**config.mk**
```make
export PLATFORM = sky130hd
export DESIGN_NAME = johnson_phase_tracker
export DESIGN_NICKNAME = d
export VERILOG_FILES = /design/src/rtl/johnson_phase_tracker.sv
export SDC_FILE = /design/constraint.sdc
export NUM_CORES = 1
export LEC_CHECK = 0
export CORE_ASPECT_RATIO = 1.1
export CORE_MARGIN = 2
export CORE_UTILIZATION = 53
export CTS_CLUSTER_SIZE = 40
export DETAILED_ROUTE_END_ITERATION = 7
export HOLD_SLACK_MARGIN = 0.08
export PLACE_DENSITY = 0.88
export SKIP_CTS_REPAIR_TIMING = 1
export SYNTH_ARGS = -nofsm -noshare
export SYNTH_HDL_FRONTEND = slang
export SYNTH_SLANG_ARGS = --single-unit
```
**constraint.sdc**
```tcl
create_clock -name clk -period 2.6 [get_ports clk]
set_input_delay 0.26 -clock clk [delete_from_list [all_inputs] [get_ports clk]]
set_output_delay 0.26 -clock clk [all_outputs]
set_load 0.005 [all_outputs]
```
**src/rtl/johnson_phase_tracker.sv**
```systemverilog
// Johnson ring phase tracker: validates and decodes ring samples,
// checks single-step advance, locks, counts revolutions, flags errors.
module johnson_phase_tracker #(
  parameter int WIDTH      = 6,
  parameter int PW         = 4,
  parameter int LOCK_COUNT = 3,
  parameter int REV_WIDTH  = 8
) (
  input  logic                   clk,
  input  logic                   clear,
  input  logic                   en,
  input  logic [WIDTH-1:0]       code,
  input  logic                   err_clr,
  output logic [PW-1:0]          phase,
  output logic                   phase_valid,
  output logic [2*WIDTH-1:0]     phase_onehot,
  output logic                   locked,
  output logic                   step_err,
  output logic                   err_sticky,
  output logic [REV_WIDTH-1:0]   rev_count,
  output logic                   rev_tick
);

  localparam int L  = 2 * WIDTH;
  localparam int RW = $clog2(LOCK_COUNT + 1);

  typedef enum logic [1:0] {
    SEEK,
    TRACK,
    LOCKED
  } state_t;

  state_t                 state_q, state_d;
  logic [RW-1:0]          run_q, run_d;
  logic [PW-1:0]          phase_d;
  logic                   valid_d;
  logic [L-1:0]           oh_d;
  logic                   serr_d;
  logic                   sticky_d;
  logic [REV_WIDTH-1:0]   rev_d;
  logic                   tick_d;

  logic                   legal;
  logic [PW-1:0]          idx;
  logic [PW-1:0]          succ;
  logic                   is_succ;
  logic                   is_stall;
  logic [RW-1:0]          run_inc;
  logic [L-1:0]           idx_oh;

  function automatic logic [WIDTH-1:0] pat(input int k);
    logic [WIDTH-1:0] ones;
    ones = '1;
    if (k <= WIDTH) pat = ones >> (WIDTH - k);
    else            pat = ones << (k - WIDTH);
  endfunction

  always_comb begin
    legal = 1'b0;
    idx   = '0;
    for (int k = 0; k < L; k++) begin
      if (code == pat(k)) begin
        legal = 1'b1;
        idx   = PW'(k);
      end
    end
  end

  // phase register doubles as the previous legal index
  assign succ     = (phase == PW'(L - 1)) ? '0 : phase + 1'b1;
  assign is_succ  = (idx == succ);
  assign is_stall = (idx == phase);
  assign run_inc  = run_q + 1'b1;
  assign idx_oh   = {{(L-1){1'b0}}, 1'b1} << idx;

  always_comb begin
    state_d  = state_q;
    run_d    = run_q;
    phase_d  = phase;
    valid_d  = phase_valid;
    oh_d     = phase_onehot;
    serr_d   = 1'b0;
    tick_d   = 1'b0;
    rev_d    = rev_count;
    if (en) begin
      valid_d = legal;
      oh_d    = legal ? idx_oh : '0;
      if (legal) phase_d = idx;
      unique case (state_q)
        SEEK: begin
          if (legal) begin
            state_d = TRACK;
            run_d   = RW'(1);
          end
        end
        TRACK: begin
          if (!legal) begin
            state_d = SEEK;
            run_d   = '0;
          end else if (is_succ) begin
            run_d = run_inc;
            if (run_inc == RW'(LOCK_COUNT)) state_d = LOCKED;
          end else if (!is_stall) begin
            run_d = RW'(1);
          end
        end
        LOCKED: begin
          if (!legal) begin
            serr_d  = 1'b1;
            state_d = SEEK;
            run_d   = '0;
          end else if (is_succ) begin
            if (phase == PW'(L - 1)) begin
              tick_d = 1'b1;
              rev_d  = rev_count + 1'b1;
            end
          end else if (!is_stall) begin
            serr_d  = 1'b1;
            state_d = TRACK;
            run_d   = RW'(1);
          end
        end
        default: state_d = SEEK;
      endcase
    end
    // a new error outranks a simultaneous clear request
    sticky_d = serr_d ? 1'b1 : (err_clr ? 1'b0 : err_sticky);
  end

  always_ff @(posedge clk or posedge clear) begin
    if (clear) begin
      state_q      <= SEEK;
      run_q        <= '0;
      phase        <= '0;
      phase_valid  <= 1'b0;
      phase_onehot <= '0;
      step_err     <= 1'b0;
      err_sticky   <= 1'b0;
      rev_count    <= '0;
      rev_tick     <= 1'b0;
    end else begin
      state_q      <= state_d;
      run_q        <= run_d;
      phase        <= phase_d;
      phase_valid  <= valid_d;
      phase_onehot <= oh_d;
      step_err     <= serr_d;
      err_sticky   <= sticky_d;
      rev_count    <= rev_d;
      rev_tick     <= tick_d;
    end
  end

  assign locked = (state_q == LOCKED);

endmodule
```
==> run summary, run 1 <==
### Detailed routing
- **count of unresolved DRC violations after routing** 0
- **average wire per standard cell** 17.51 um
- **number of detailed-route iterations in the first pass** 5
- **total wire length** 6.357 mm
- **vias per std cell** 6.022
- **routed length on met1** 2.594 mm
- **routed vias** 2,186
- **total met2 wirelength after detailed routing** 3.188 mm
- **number of antenna-violating nets in the routed design** 0
- **top metal layer carrying routed signals** met4
- **Met3 Wirelength** 413 um
- **DRC violation total after the first TritonRoute iteration** 168

### Synthesis
- **flip-flop and latch count after synthesis** 32
- **Area contributors post-synth** sky130_fd_sc_hd__dfrtp_1 (37%), sky130_fd_sc_hd__ha_1 (4.1%), sky130_fd_sc_hd__o2bb2ai_1 (4.1%)
- **Cells after Synth** 229
- **asr flop ratio synth** 1.000
- **Synthesis Warnings** 0
- **biggest area consumer among synthesized cells** sky130_fd_sc_hd__dfrtp_1
- **syn avg cell area** 9.387 um^2
- **count of unique library cells instantiated by Yosys** 55
- **register area share after synthesis** 0.3725
- **most numerous cell types in the synthesized netlist** sky130_fd_sc_hd__dfrtp_1 (32), sky130_fd_sc_hd__nand2_1 (23), sky130_fd_sc_hd__inv_1 (12), sky130_fd_sc_hd__o21ai_0 (12), sky130_fd_sc_hd__o2bb2ai_1 (10)
- **area share of the leading cell type in the synthesized netlist** 0.3725
- **Post-Synthesis Net Count** 246
- **number of enable-type register cells in the synthesized netlist** 0
- **Mapped Area** 0.002150 mm^2
- **Post-synth top flop** sky130_fd_sc_hd__dfrtp_1
- **most repeated cell in the gate-level netlist after synthesis** sky130_fd_sc_hd__dfrtp_1

### Worst setup path
- **type of the worst setup path** input pin to flip-flop
- **Buf/Inv on CP** 2
- **data arrival time of the critical path** 2.85 ns
- **delay-heaviest family, CP** compound AO/OA/AOI/OAI gates
- **crit path capture type** flip-flop
- **Cell Chain, Critical Path** clkdlybuf4s50_1, or3b_4, o31ai_2, a31oi_1, a2111oi_4, buf_4, nand2_1, o21ai_0, a41o_1
- **highest cell delay on the worst timing path** 0.48 ns
- **crit path launch type** input pin
- **critical path fanouts, max** 6
- **required time worst endpoint** 2.84 ns
- **Worst R2R Setup Slack** 0.06 ns
- **slowest CP cell** sky130_fd_sc_hd__or3b_4

### Finish
- **count of filler cells inserted in the layout** 253
- **number of standard cells in the final layout excluding fillers** 363
- **Synth-to-Final Area Change** 45.98%
- **number of nets in the layout** 328
- **ant diodes** 0
- **layout cell share with drive strength beyond 1** 0.2990

### Clocking
- **deepest level of the CTS H-tree** 2
- **clock tree from TritonCTS** done
- **number of CTS-inserted buffers** 5
- **Root Buffer** sky130_fd_sc_hd__clkbuf_8
- **clock slew at the register clock pins of the worst setup and hold paths** 0.07 ns
- **maximum clock insertion buffer count** 2
- **clock insertion delay at the later pin of the skew report** 0.29 ns
- **number of clock sinks** 32

### Timing
- **total count of hold-check failures in the final report** 0
- **final cycle utilization of the critical path** 1.004
- **final count of pins violating max slew** 0
- **smallest hold slack** 0.3417 ns
- **total of endpoints with negative setup slack in the final report** 1
- **Setup WS post-layout** -0.009682 ns
- **setup repair after global routing missed its margin** true
- **final worst clock skew** 0.007858 ns
- **transition time of the tightest slew-check pin** 0.4261 ns
- **Relative slew margins** 0.7159
- **final worst path period need** 2.610 ns
- **Setup TNS** -0.009682 ns
- **fmax** 0.3832 GHz

### GRT
- **via count of the first global-routing pass** 2,009
- **pin count of the biggest net entering global routing** 33
- **grt ovf** 0
- **total global routing track utilization** 0.2617
- **wire length of the first global-routing pass** 9.321 mm
- **initial antenna violation count** 0

### Floorplan
- **Die Span Y** 70.80 um
- **site row count** 24
- **core area** 0.003934 mm^2
- **count of pins on the block boundary** 39
- **Starting Density** 0.5464
- **area of the die** 0.004582 mm^2
- **horizontal die dimension** 64.72 um

### Placed design
- **# port buffers** 38
- **final weighted congestion in routability-driven placement** 0.9420
- **post-placement worst setup slack** -0.3527 ns
- **placed instance count** 351
- **HPWL after detailed placement** 4.177 mm

### Pwr
- **Pwr per Cell Area** 454.1 mW/mm^2
- **leakage power summed over all cells** 1.454 nW
- **net switching power** 474.2 uW
- **highest ir drop seen on vdd** 0.3640 mV
- **combinational cell fraction of total power** 0.337
- **share of total power consumed by net switching** 0.3327
- **Total Power Consumption** 1.425 mW
- **internal power of the cells** 950.9 uW
- **Clk network pwr share** 0.265
- **sequential group share of total power** 0.398

### Status
- **result of the run** finished, violations left
- **violated checks** setup timing

### Run
- **max-cap violations** 0

### Worst hold path
- **HP Class** input pin to asynchronous set/reset pin

## worst register-to-register path, delay by kind of cell, from the launching register on
| kind | cells | cell delay, ns |
|---|---|---|
| flops | 1 | 0.47 |
| simple gates | 3 | 0.79 |
| compound gates | 2 | 0.42 |
| fa+ha+maj | 1 | 0.30 |
| mux | 1 | 0.25 |
| buf+inv | 1 | 0.20 |
## final timing paths
check,from,endpoint,depth (start not counted)
max,code[1],run_q[1],9
min,clear,rev_count[3],3
max reg2reg,phase[1],rev_count[1],8
min reg2reg,rev_count[7],rev_count[7],1
max in group asynchronous,clear,phase_onehot[2],3
min in group clk,rev_count[7],rev_count[7],1
## flip-flops by register name, indices dropped and copies added, names as in the netlist
| register | count |
|---|---|
| rev_tick | 1 |
| state_q | 2 |
| step_err | 1 |
| err_sticky | 1 |
| phase_valid | 1 |
| rev_count | 8 |
| phase | 4 |
| phase_onehot | 12 |
| run_q | 2 |
## kinds of logic after synthesis
kind of cell,count (synthesis),share of synthesized area
simple gates,87,0.2416
flops,32,0.3725
fa+ha+maj,7,0.04074
mux,10,0.05006
compound gates,60,0.2072
buf+inv,25,0.05529
xor+xnor,8,0.03260
## placed cells by master (no fill, tap or decap), types with 3 or more instances in the layout
cell / n
sky130_fd_sc_hd__clkbuf_8: 5
sky130_fd_sc_hd__inv_1: 12
sky130_fd_sc_hd__xnor2_1: 3
sky130_fd_sc_hd__and3_1: 7
sky130_fd_sc_hd__dfrtp_1: 32
sky130_fd_sc_hd__nor4_4: 3
sky130_fd_sc_hd__nand4_1: 4
sky130_fd_sc_hd__o21ai_0: 10
sky130_fd_sc_hd__nand3_1: 8
sky130_fd_sc_hd__a21o_1: 3
sky130_fd_sc_hd__buf_4: 48
sky130_fd_sc_hd__dlymetal6s2s_1: 3
sky130_fd_sc_hd__mux2_2: 6
sky130_fd_sc_hd__or3_1: 4
sky130_fd_sc_hd__nor3_1: 5
sky130_fd_sc_hd__a21oi_1: 7
sky130_fd_sc_hd__nor2_1: 8
sky130_fd_sc_hd__nand2_1: 23
sky130_fd_sc_hd__o2bb2ai_1: 10
sky130_fd_sc_hd__nand2b_1: 5
sky130_fd_sc_hd__ha_1: 7
sky130_fd_sc_hd__clkdlybuf4s50_1: 35
sky130_fd_sc_hd__xor2_1: 5
## power by group through the flow
stage	sequential (mW)	clock, mW	combinational (mW)
final	0.567	0.377	0.480
after global routing	0.571	0.405	0.519
after CTS	0.563	0.376	0.429
after detailed placement	0.573	0	0.424
after global placement	0.570	0	0.414
after floorplan	0.563	0	0.253
## per-layer routing
| metal | global-route usage | vias to the layer above |
|---|---|---|
| met5 | 0 | - |
| met4 | 0.1277 | 0 |
| met3 | 0.05564 | 18 |
| met2 | 0.4112 | 103 |
| met1 | 0.3434 | 1053 |
| li1 | - | 1012 |
## area by class of cell
class	instances	area [um^2]	area share
clock inverter	2	12.51	0.003987
sequential	32	800.8	0.2552
tap	52	65.06	0.02073
timing repair buffer	88	779.5	0.2484
clock buffer	5	68.82	0.02193
multi-input combinational	172	1366	0.4354
inverter	12	45.04	0.01435
## per-stage QoR
step / util / cell area [um^2]
detailed placement: 0.7300 / 2872
floorplan: - / 2150
CTS: 0.7506 / 2953
global placement: 0.7300 / 2872
global route: 0.7977 / 3138
finish: 0.7977 / 3138
Note: power is estimated with default switching activity, not from simulation.
==> run 2: changes to the inputs <==
Settings changed: CAP_MARGIN set to 20.
==> results of run 2 <==
No change in the layout: final DEF, timing and power equal those of run 1.
